<file path="src/rtl/voice_mix_scheduler_if.sv">
// Bundle between the voice bank and the mix scheduler.
// master: voice bank / sequencer side, drives the tick and the voice data.
// slave : the scheduler, returns the mixed sample and status.
interface voice_mix_scheduler_if #(
  parameter int NUM_VOICES     = 8,
  parameter int DATA_WIDTH     = 32,
  parameter int ENVELOPE_WIDTH = 32
);
  logic                                 sample_tick;
  logic [NUM_VOICES*DATA_WIDTH-1:0]     voice_audio;
  logic [NUM_VOICES*ENVELOPE_WIDTH-1:0] voice_env;
  logic [NUM_VOICES-1:0]                voice_active;
  logic [DATA_WIDTH-1:0]                mix_out;
  logic                                 mix_valid;
  logic                                 busy;
  logic                                 overrun;

  modport master (
    output sample_tick, voice_audio, voice_env, voice_active,
    input  mix_out, mix_valid, busy, overrun
  );

  modport slave (
    input  sample_tick, voice_audio, voice_env, voice_active,
    output mix_out, mix_valid, busy, overrun
  );
endinterface

</file>
<file path="src/rtl/voice_mix_scheduler.sv">
// Time-multiplexed envelope-and-mix engine: one shared signed multiplier
// scales each voice by its envelope, one voice per clock, and the scaled
// products are summed into one mixed sample per sweep.
//
// Build option: define VOICE_MIX_SATURATE_EN to clamp the final sum to the
// DATA_WIDTH signed range; otherwise the low DATA_WIDTH bits wrap.
//
// state | meaning
// IDLE  | waiting for sample_tick; mix_out holds the last result
// SCAN  | issuing snapshot voice idx to the multiplier, one per cycle
// DRAIN | two cycles flushing the multiply and accumulate stages
module voice_mix_scheduler #(
  parameter int NUM_VOICES     = 8,
  parameter int DATA_WIDTH     = 32,
  parameter int ENVELOPE_WIDTH = 32
) (
  input  logic                  clk,
  input  logic                  rst,
  voice_mix_scheduler_if.slave  bus
);

  localparam int DW     = DATA_WIDTH;
  localparam int EW     = ENVELOPE_WIDTH;
  localparam int IDX_W  = $clog2(NUM_VOICES);
  localparam int ACC_W  = DW + $clog2(NUM_VOICES);
  localparam int PROD_W = DW + EW;

  typedef enum logic [1:0] {IDLE, SCAN, DRAIN} state_t;

  state_t                         state_q, state_d;
  logic [IDX_W-1:0]               idx_q, idx_d;
  logic                           drain_q, drain_d;
  logic [NUM_VOICES*DW-1:0]       audio_snap_q, audio_snap_d;
  logic [NUM_VOICES*EW-1:0]       env_snap_q, env_snap_d;
  logic [NUM_VOICES-1:0]          active_snap_q, active_snap_d;
  logic [DW-1:0]                  prod_q, prod_d;
  logic                           prod_vld_q, prod_vld_d;
  logic [ACC_W-1:0]               acc_q, acc_d;
  logic [DW-1:0]                  mix_out_q, mix_out_d;
  logic                           mix_valid_q, mix_valid_d;
  logic                           overrun_q, overrun_d;

  logic signed [DW-1:0]           cur_audio;
  logic signed [EW-1:0]           cur_env;
  logic                           cur_active;
  logic signed [PROD_W-1:0]       prod_full;
  logic [DW-1:0]                  prod_scaled;
  logic                           prod_unused;
  logic [DW-1:0]                  mix_reduced;

  // Shared multiplier: select the current voice and scale by envelope (>> EW-1, floor).
  always_comb begin
    cur_audio   = audio_snap_q[int'(idx_q)*DW +: DW];
    cur_env     = env_snap_q[int'(idx_q)*EW +: EW];
    cur_active  = active_snap_q[idx_q];
    prod_full   = $signed({{EW{cur_audio[DW-1]}}, cur_audio}) *
                  $signed({{DW{cur_env[EW-1]}}, cur_env});
    prod_scaled = prod_full[PROD_W-2:EW-1];
    // Top bit is a redundant sign copy; low bits are discarded by the scaling.
    prod_unused = ^{prod_full[PROD_W-1], prod_full[EW-2:0]};
  end

  // Reduce the wide accumulator to the output width.
`ifdef VOICE_MIX_SATURATE_EN
  always_comb begin
    if ((acc_q[ACC_W-1:DW-1] == '0) || (acc_q[ACC_W-1:DW-1] == '1)) begin
      mix_reduced = acc_q[DW-1:0];
    end else if (acc_q[ACC_W-1]) begin
      mix_reduced = {1'b1, {(DW-1){1'b0}}};
    end else begin
      mix_reduced = {1'b0, {(DW-1){1'b1}}};
    end
  end
`else
  logic acc_unused;
  always_comb begin
    mix_reduced = acc_q[DW-1:0];
    acc_unused  = ^acc_q[ACC_W-1:DW];
  end
`endif

  // Next-state, snapshot, pipeline and output logic.
  always_comb begin
    state_d       = state_q;
    idx_d         = idx_q;
    drain_d       = drain_q;
    audio_snap_d  = audio_snap_q;
    env_snap_d    = env_snap_q;
    active_snap_d = active_snap_q;
    prod_d        = cur_active ? prod_scaled : '0;
    prod_vld_d    = (state_q == SCAN);
    acc_d         = prod_vld_q ? acc_q + {{(ACC_W-DW){prod_q[DW-1]}}, prod_q} : acc_q;
    mix_out_d     = mix_out_q;
    mix_valid_d   = 1'b0;
    overrun_d     = bus.sample_tick && (state_q != IDLE);

    case (state_q)
      IDLE: begin
        if (bus.sample_tick) begin
          audio_snap_d  = bus.voice_audio;
          env_snap_d    = bus.voice_env;
          active_snap_d = bus.voice_active;
          acc_d         = '0;
          idx_d         = '0;
          state_d       = SCAN;
        end
      end
      SCAN: begin
        if (idx_q == IDX_W'(NUM_VOICES - 1)) begin
          idx_d   = '0;
          drain_d = 1'b0;
          state_d = DRAIN;
        end else begin
          idx_d = idx_q + 1'b1;
        end
      end
      DRAIN: begin
        if (!drain_q) begin
          drain_d = 1'b1;
        end else begin
          drain_d     = 1'b0;
          mix_out_d   = mix_reduced;
          mix_valid_d = 1'b1;
          state_d     = IDLE;
        end
      end
      default: begin
        state_d = IDLE;
      end
    endcase
  end

  // State and datapath registers with synchronous reset.
  always_ff @(posedge clk) begin
    if (rst) begin
      state_q       <= IDLE;
      idx_q         <= '0;
      drain_q       <= 1'b0;
      audio_snap_q  <= '0;
      env_snap_q    <= '0;
      active_snap_q <= '0;
      prod_q        <= '0;
      prod_vld_q    <= 1'b0;
      acc_q         <= '0;
      mix_out_q     <= '0;
      mix_valid_q   <= 1'b0;
      overrun_q     <= 1'b0;
    end else begin
      state_q       <= state_d;
      idx_q         <= idx_d;
      drain_q       <= drain_d;
      audio_snap_q  <= audio_snap_d;
      env_snap_q    <= env_snap_d;
      active_snap_q <= active_snap_d;
      prod_q        <= prod_d;
      prod_vld_q    <= prod_vld_d;
      acc_q         <= acc_d;
      mix_out_q     <= mix_out_d;
      mix_valid_q   <= mix_valid_d;
      overrun_q     <= overrun_d;
    end
  end

  assign bus.mix_out   = mix_out_q;
  assign bus.mix_valid = mix_valid_q;
  assign bus.busy      = (state_q != IDLE);
  assign bus.overrun   = overrun_q;

endmodule
</file>
<file path="src/flat_wrapper.sv">
// flat-port wrapper written by rule: the top's interface ports become plain ports
module voice_mix_scheduler_flat 
#(
  parameter int NUM_VOICES     = 8,
  parameter int DATA_WIDTH     = 32,
  parameter int ENVELOPE_WIDTH = 32
)
  (clk, rst, bus_sample_tick, bus_voice_audio, bus_voice_env, bus_voice_active, bus_mix_out, bus_mix_valid, bus_busy, bus_overrun);
  voice_mix_scheduler_if #(.NUM_VOICES(NUM_VOICES), .DATA_WIDTH(DATA_WIDTH), .ENVELOPE_WIDTH(ENVELOPE_WIDTH)) bus_i ();
  input  logic clk;
  input  logic rst;
  input wire logic [$bits(bus_i.sample_tick)-1:0] bus_sample_tick;
  input wire logic [$bits(bus_i.voice_audio)-1:0] bus_voice_audio;
  input wire logic [$bits(bus_i.voice_env)-1:0] bus_voice_env;
  input wire logic [$bits(bus_i.voice_active)-1:0] bus_voice_active;
  output wire logic [$bits(bus_i.mix_out)-1:0] bus_mix_out;
  output wire logic [$bits(bus_i.mix_valid)-1:0] bus_mix_valid;
  output wire logic [$bits(bus_i.busy)-1:0] bus_busy;
  output wire logic [$bits(bus_i.overrun)-1:0] bus_overrun;
  assign bus_i.sample_tick = bus_sample_tick;
  assign bus_i.voice_audio = bus_voice_audio;
  assign bus_i.voice_env = bus_voice_env;
  assign bus_i.voice_active = bus_voice_active;
  assign bus_mix_out = bus_i.mix_out;
  assign bus_mix_valid = bus_i.mix_valid;
  assign bus_busy = bus_i.busy;
  assign bus_overrun = bus_i.overrun;
  voice_mix_scheduler #(.NUM_VOICES(NUM_VOICES), .DATA_WIDTH(DATA_WIDTH), .ENVELOPE_WIDTH(ENVELOPE_WIDTH)) u_core (.clk(clk), .rst(rst), .bus(bus_i));
endmodule
</file>
<file path="config.mk">
export PLATFORM = sky130hd
export DESIGN_NAME = voice_mix_scheduler_flat
export DESIGN_NICKNAME = d
export VERILOG_FILES = /design/src/rtl/voice_mix_scheduler_if.sv /design/src/rtl/voice_mix_scheduler.sv /design/src/flat_wrapper.sv
export SDC_FILE = /design/constraint.sdc
export NUM_CORES = 2
export LEC_CHECK = 0
export CORE_MARGIN = 2
export CORE_UTILIZATION = 56
export CTS_BUF_LIST = sky130_fd_sc_hd__clkbuf_4 sky130_fd_sc_hd__clkbuf_8
export CTS_CLUSTER_DIAMETER = 40
export DETAILED_ROUTE_END_ITERATION = 16
export GPL_ROUTABILITY_DRIVEN = 1
export PLACE_DENSITY = 0.8
export SETUP_SLACK_MARGIN = 0.02
export SLEW_MARGIN = 25
export SYNTH_ARGS = -nofsm -noshare
export SYNTH_HDL_FRONTEND = slang
export SYNTH_SLANG_ARGS = --single-unit
</file>
<file path="constraint.sdc">
create_clock -name clk -period 16.4 [get_ports clk]
set_clock_uncertainty 0.1 [all_clocks]
set_input_delay 2.46 -clock clk [delete_from_list [all_inputs] [get_ports clk]]
set_output_delay 2.46 -clock clk [all_outputs]
set_load 0.05 [all_outputs]
</file>
==> results.ini <==
[cts]
numClockSinks = 625
cts_buffers = 106
clk_pin_slew_ns = 0.06
cts-root-buf = clkbuf_8
cts_hold_buf = 0
h-tree-depth = 3
clock_latency_ns = 0.84
post_cts_buffers = 0
cts_resized = 0
clockBufferDepth = 3
cts_tree = built

[logic_synthesis]
ys_async_sr_fraction = 0
yosysSeqAreaShare = 0.206
synth_edf_count = 0
synth.distinct_cells = 75
synth.net_count = 8612
synth-seq-cells = 625
netlist.area_leader.share = 0.354
yosysTopAreaCell = fa_1
yosysMostFrequentCell = nand2_1
netlist_area_sq_um = 60600
yosys_warnings = 0
ys_top_cells_by_count = nand2_1 (1652), fa_1 (1073), inv_1 (976), a21oi_1 (626), dfxtp_1 (625)
synth_cells = 6805
synth.area.top_cells = fa_1 (35%), dfxtp_1 (21%), nand2_1 (10%), inv_1 (6.0%), a21oi_1 (5.2%)
syn_avg_cell_area_sq_um = 8.91
synthFlopType = dfxtp_1

[global_routing]
antenna_found_initial = 30
grt-ovfl-total = 0
grt_pass1_vias = 53500
grt_max_degree = 246
grt_first_pass_wirelength_um = 321000
grt_use_total = 0.389

[final_layout]
multi_input_area_sq_um = 43100
syn_to_final_growth_pct = 15.1
final_util = 0.651
ff_latch_area_sq_um = 12500
drive_gt1_frac = 0.0696
fillers = 8670
final_nets = 8970

[sta]
fin_tns_setup_ns = 0
slew_viol_final = 0
max_freq_ghz = 0.0875
timing.final.crit_share = 0.697
rsz0062_at_grt = no
worst_slew_pin_slew_ns = 1.06
worst_slack_ns = 4.97
hold_viol = 0
period_minus_slack_ns = 11.43
whs_ns = 0.352
setup_viol = 0
slew_headroom = 0.296

[run]
max_cap_violations = 0

[route]
drtPass1Iterations = 7
highest_layer = met5
drc_errors = 0
antenna_left = 0
wl_per_cell_um = 24.8
vias = 51300
wl_met2_um = 92500
detail_route.vias_per_cell = 5.92
drt_iter0_drc = 6041
wirelength_met1_um = 74800
wl_um = 215000
routed-wl-met3_um = 31000

[min_path]
holdPathStages = 2
hold_end = u_core.env_snap_q[64]$_SDFFE_PP0P_
worstHoldStart = u_core.env_snap_q[64]$_SDFFE_PP0P_
hp-class = reg -> reg

[place]
place_hpwl_um = 163000
io_buffers = 557
dp_slack_ns = 5.09
place_congestion = 1.00

[setup_path]
required_ns = 16.96
rr_startpoint = u_core.idx_q[0]$_SDFFE_PP0P_
worstPathArrival_ns = 11.99
cp-end-kind = flip-flop
crit_type = reg -> reg
rrSetupSlack_ns = 4.97
reg2reg_depth = 27
start_kind = flip-flop
path_max_fanout = 86
r2r_end = u_core.prod_q[31]$_SDFF_PP0_

[outcome]
outcome = complete, no violations

[floorplanning]
die_w_um = 333
die_h_um = 333
core_sq_um = 107000
rows = 120
dieArea_sq_um = 111000
ioPinCount = 558
initial_core_util = 0.566

[power]
p_per_area_nw_per_um2 = 76.0
leakagePower_nw = 30.2
ir_worst_vdd_mv = 0.0625

-- layer usage --
layer,GRT usage,vias up
met5,0,-
met1,0.482,25100
met2,0.577,3543
met4,0.253,14
met3,0.140,837
li1,-,21700
-- critical path: stages, from the launching register on --
cell and delay [ns]:
dfxtp_4 0.91, buf_12 0.60, mux4_2 0.62, mux2i_2 0.21
buf_4 0.44, clkinv_1 0.72, fa_1 0.75, inv_1 0.06
fa_1 0.54, fa_1 0.44, fa_1 0.55, inv_1 0.05
fa_1 0.48, fa_1 0.51, fa_1 0.50, inv_1 0.05
fa_1 0.47, inv_1 0.04, ha_1 0.44, nand4_1 0.17
or3_1 0.36, a221oi_1 0.72, a2111oi_4 0.20, o31ai_2 0.46
a211o_1 0.21, and2_4 0.17, o31ai_4 0.05, mux2_1 0.30
-- cells in the final DEF (no fill, tap or decap), types with 21 or more instances in the layout --
cell type | netlist | final
mux4_2 | 130 | 130
buf_4 | 1 | 80
xnor2_1 | 45 | 45
clkdlybuf4s50_1 | 0 | 556
xor2_1 | 26 | 26
nor2_1 | 576 | 575
dfxtp_1 | 625 | 621
a21oi_1 | 626 | 626
nand3_1 | 21 | 21
inv_1 | 976 | 976
o21ai_0 | 40 | 40
mux2i_1 | 78 | 58
nand2_1 | 1652 | 1651
nand2b_1 | 23 | 23
clkbuf_8 | 0 | 129
ha_1 | 211 | 211
a21o_1 | 49 | 49
mux2_2 | 58 | 57
clkbuf_4 | 0 | 24
fa_1 | 1073 | 1073
-- flip-flops by register name, summed over array words and instances, names as in the netlist --
register              flops
u_core.prod_q            32
u_core.acc_q             32
u_core.bus.mix_valid      1
u_core.state_q            2
u_core.audio_snap_q     256
u_core.active_snap_q      8
u_core.prod_vld_q         1
u_core.bus.overrun        1
u_core.env_snap_q       256
u_core.drain_q            1
u_core.bus.mix_out       32
u_core.idx_q              3
-- power by group --
| group | leakage (nW) | internal (mW) | switching [mW] | total, mW |
|---|---|---|---|---|
| clock | 1.27 | 0.890 | 0.694 | 1.58 |
| combinational | 23.8 | 0.789 | 1.27 | 2.06 |
| sequential | 5.12 | 1.60 | 0.0594 | 1.66 |
-- how the worst max path moves through the flow --
stage	cells after the start	start	slack, ns	end
6_report	27	u_core.idx_q[0]$_SDFFE_PP0P_	4.97	u_core.prod_q[31]$_SDFF_PP0_
5_1_grt	27	u_core.idx_q[0]$_SDFFE_PP0P_	4.55	u_core.prod_q[27]$_SDFF_PP0_
4_1_cts	27	u_core.idx_q[0]$_SDFFE_PP0P_	5.08	u_core.prod_q[31]$_SDFF_PP0_
3_5_place_dp	27	u_core.idx_q[0]$_SDFFE_PP0P_	5.09	u_core.prod_q[31]$_SDFF_PP0_
3_3_place_gp	27	u_core.idx_q[0]$_SDFFE_PP0P_	5.20	u_core.prod_q[31]$_SDFF_PP0_
2_1_floorplan	34	u_core.idx_q[0]$_SDFFE_PP0P_	6.48	u_core.prod_q[31]$_SDFF_PP0_
-- kinds of logic (layout without fill, tap and decap cells) --
| logic type | count (synthesis) | after routing | synth area share |
|---|---|---|---|
| flops | 625 | 625 | 0.206 |
| simple gates | 2370 | 2370 | 0.153 |
| buf+inv | 1370 | 1806 | 0.0854 |
| xor+xnor | 71 | 71 | 0.0103 |
| fa+ha+maj | 1284 | 1284 | 0.398 |
| other cells | 0 | 20 | 0 |
| compound gates | 818 | 818 | 0.0750 |
| mux | 267 | 267 | 0.0721 |
-- cell type report --
cell class              instances  share of cell area
inverters                     977              0.0525
clock inverters                33             0.00663
diodes                         20            0.000717
repair buffers                643              0.0903
flip-flops and latches        625               0.179
well taps                    1403              0.0251
multi-input cells            4810               0.617
clock buffers                 153              0.0280
-- stage by stage --
stage	instance area (sq um)	cells	power, mW
2_1_floorplan	60600	6805	2.94
3_3_place_gp	67300	8457	3.61
3_5_place_dp	67300	8457	3.67
4_1_cts	69700	8643	5.24
5_1_grt	69800	8663	5.56
6_report	69800	8664	5.30
(Power assumes the default switching activity.)
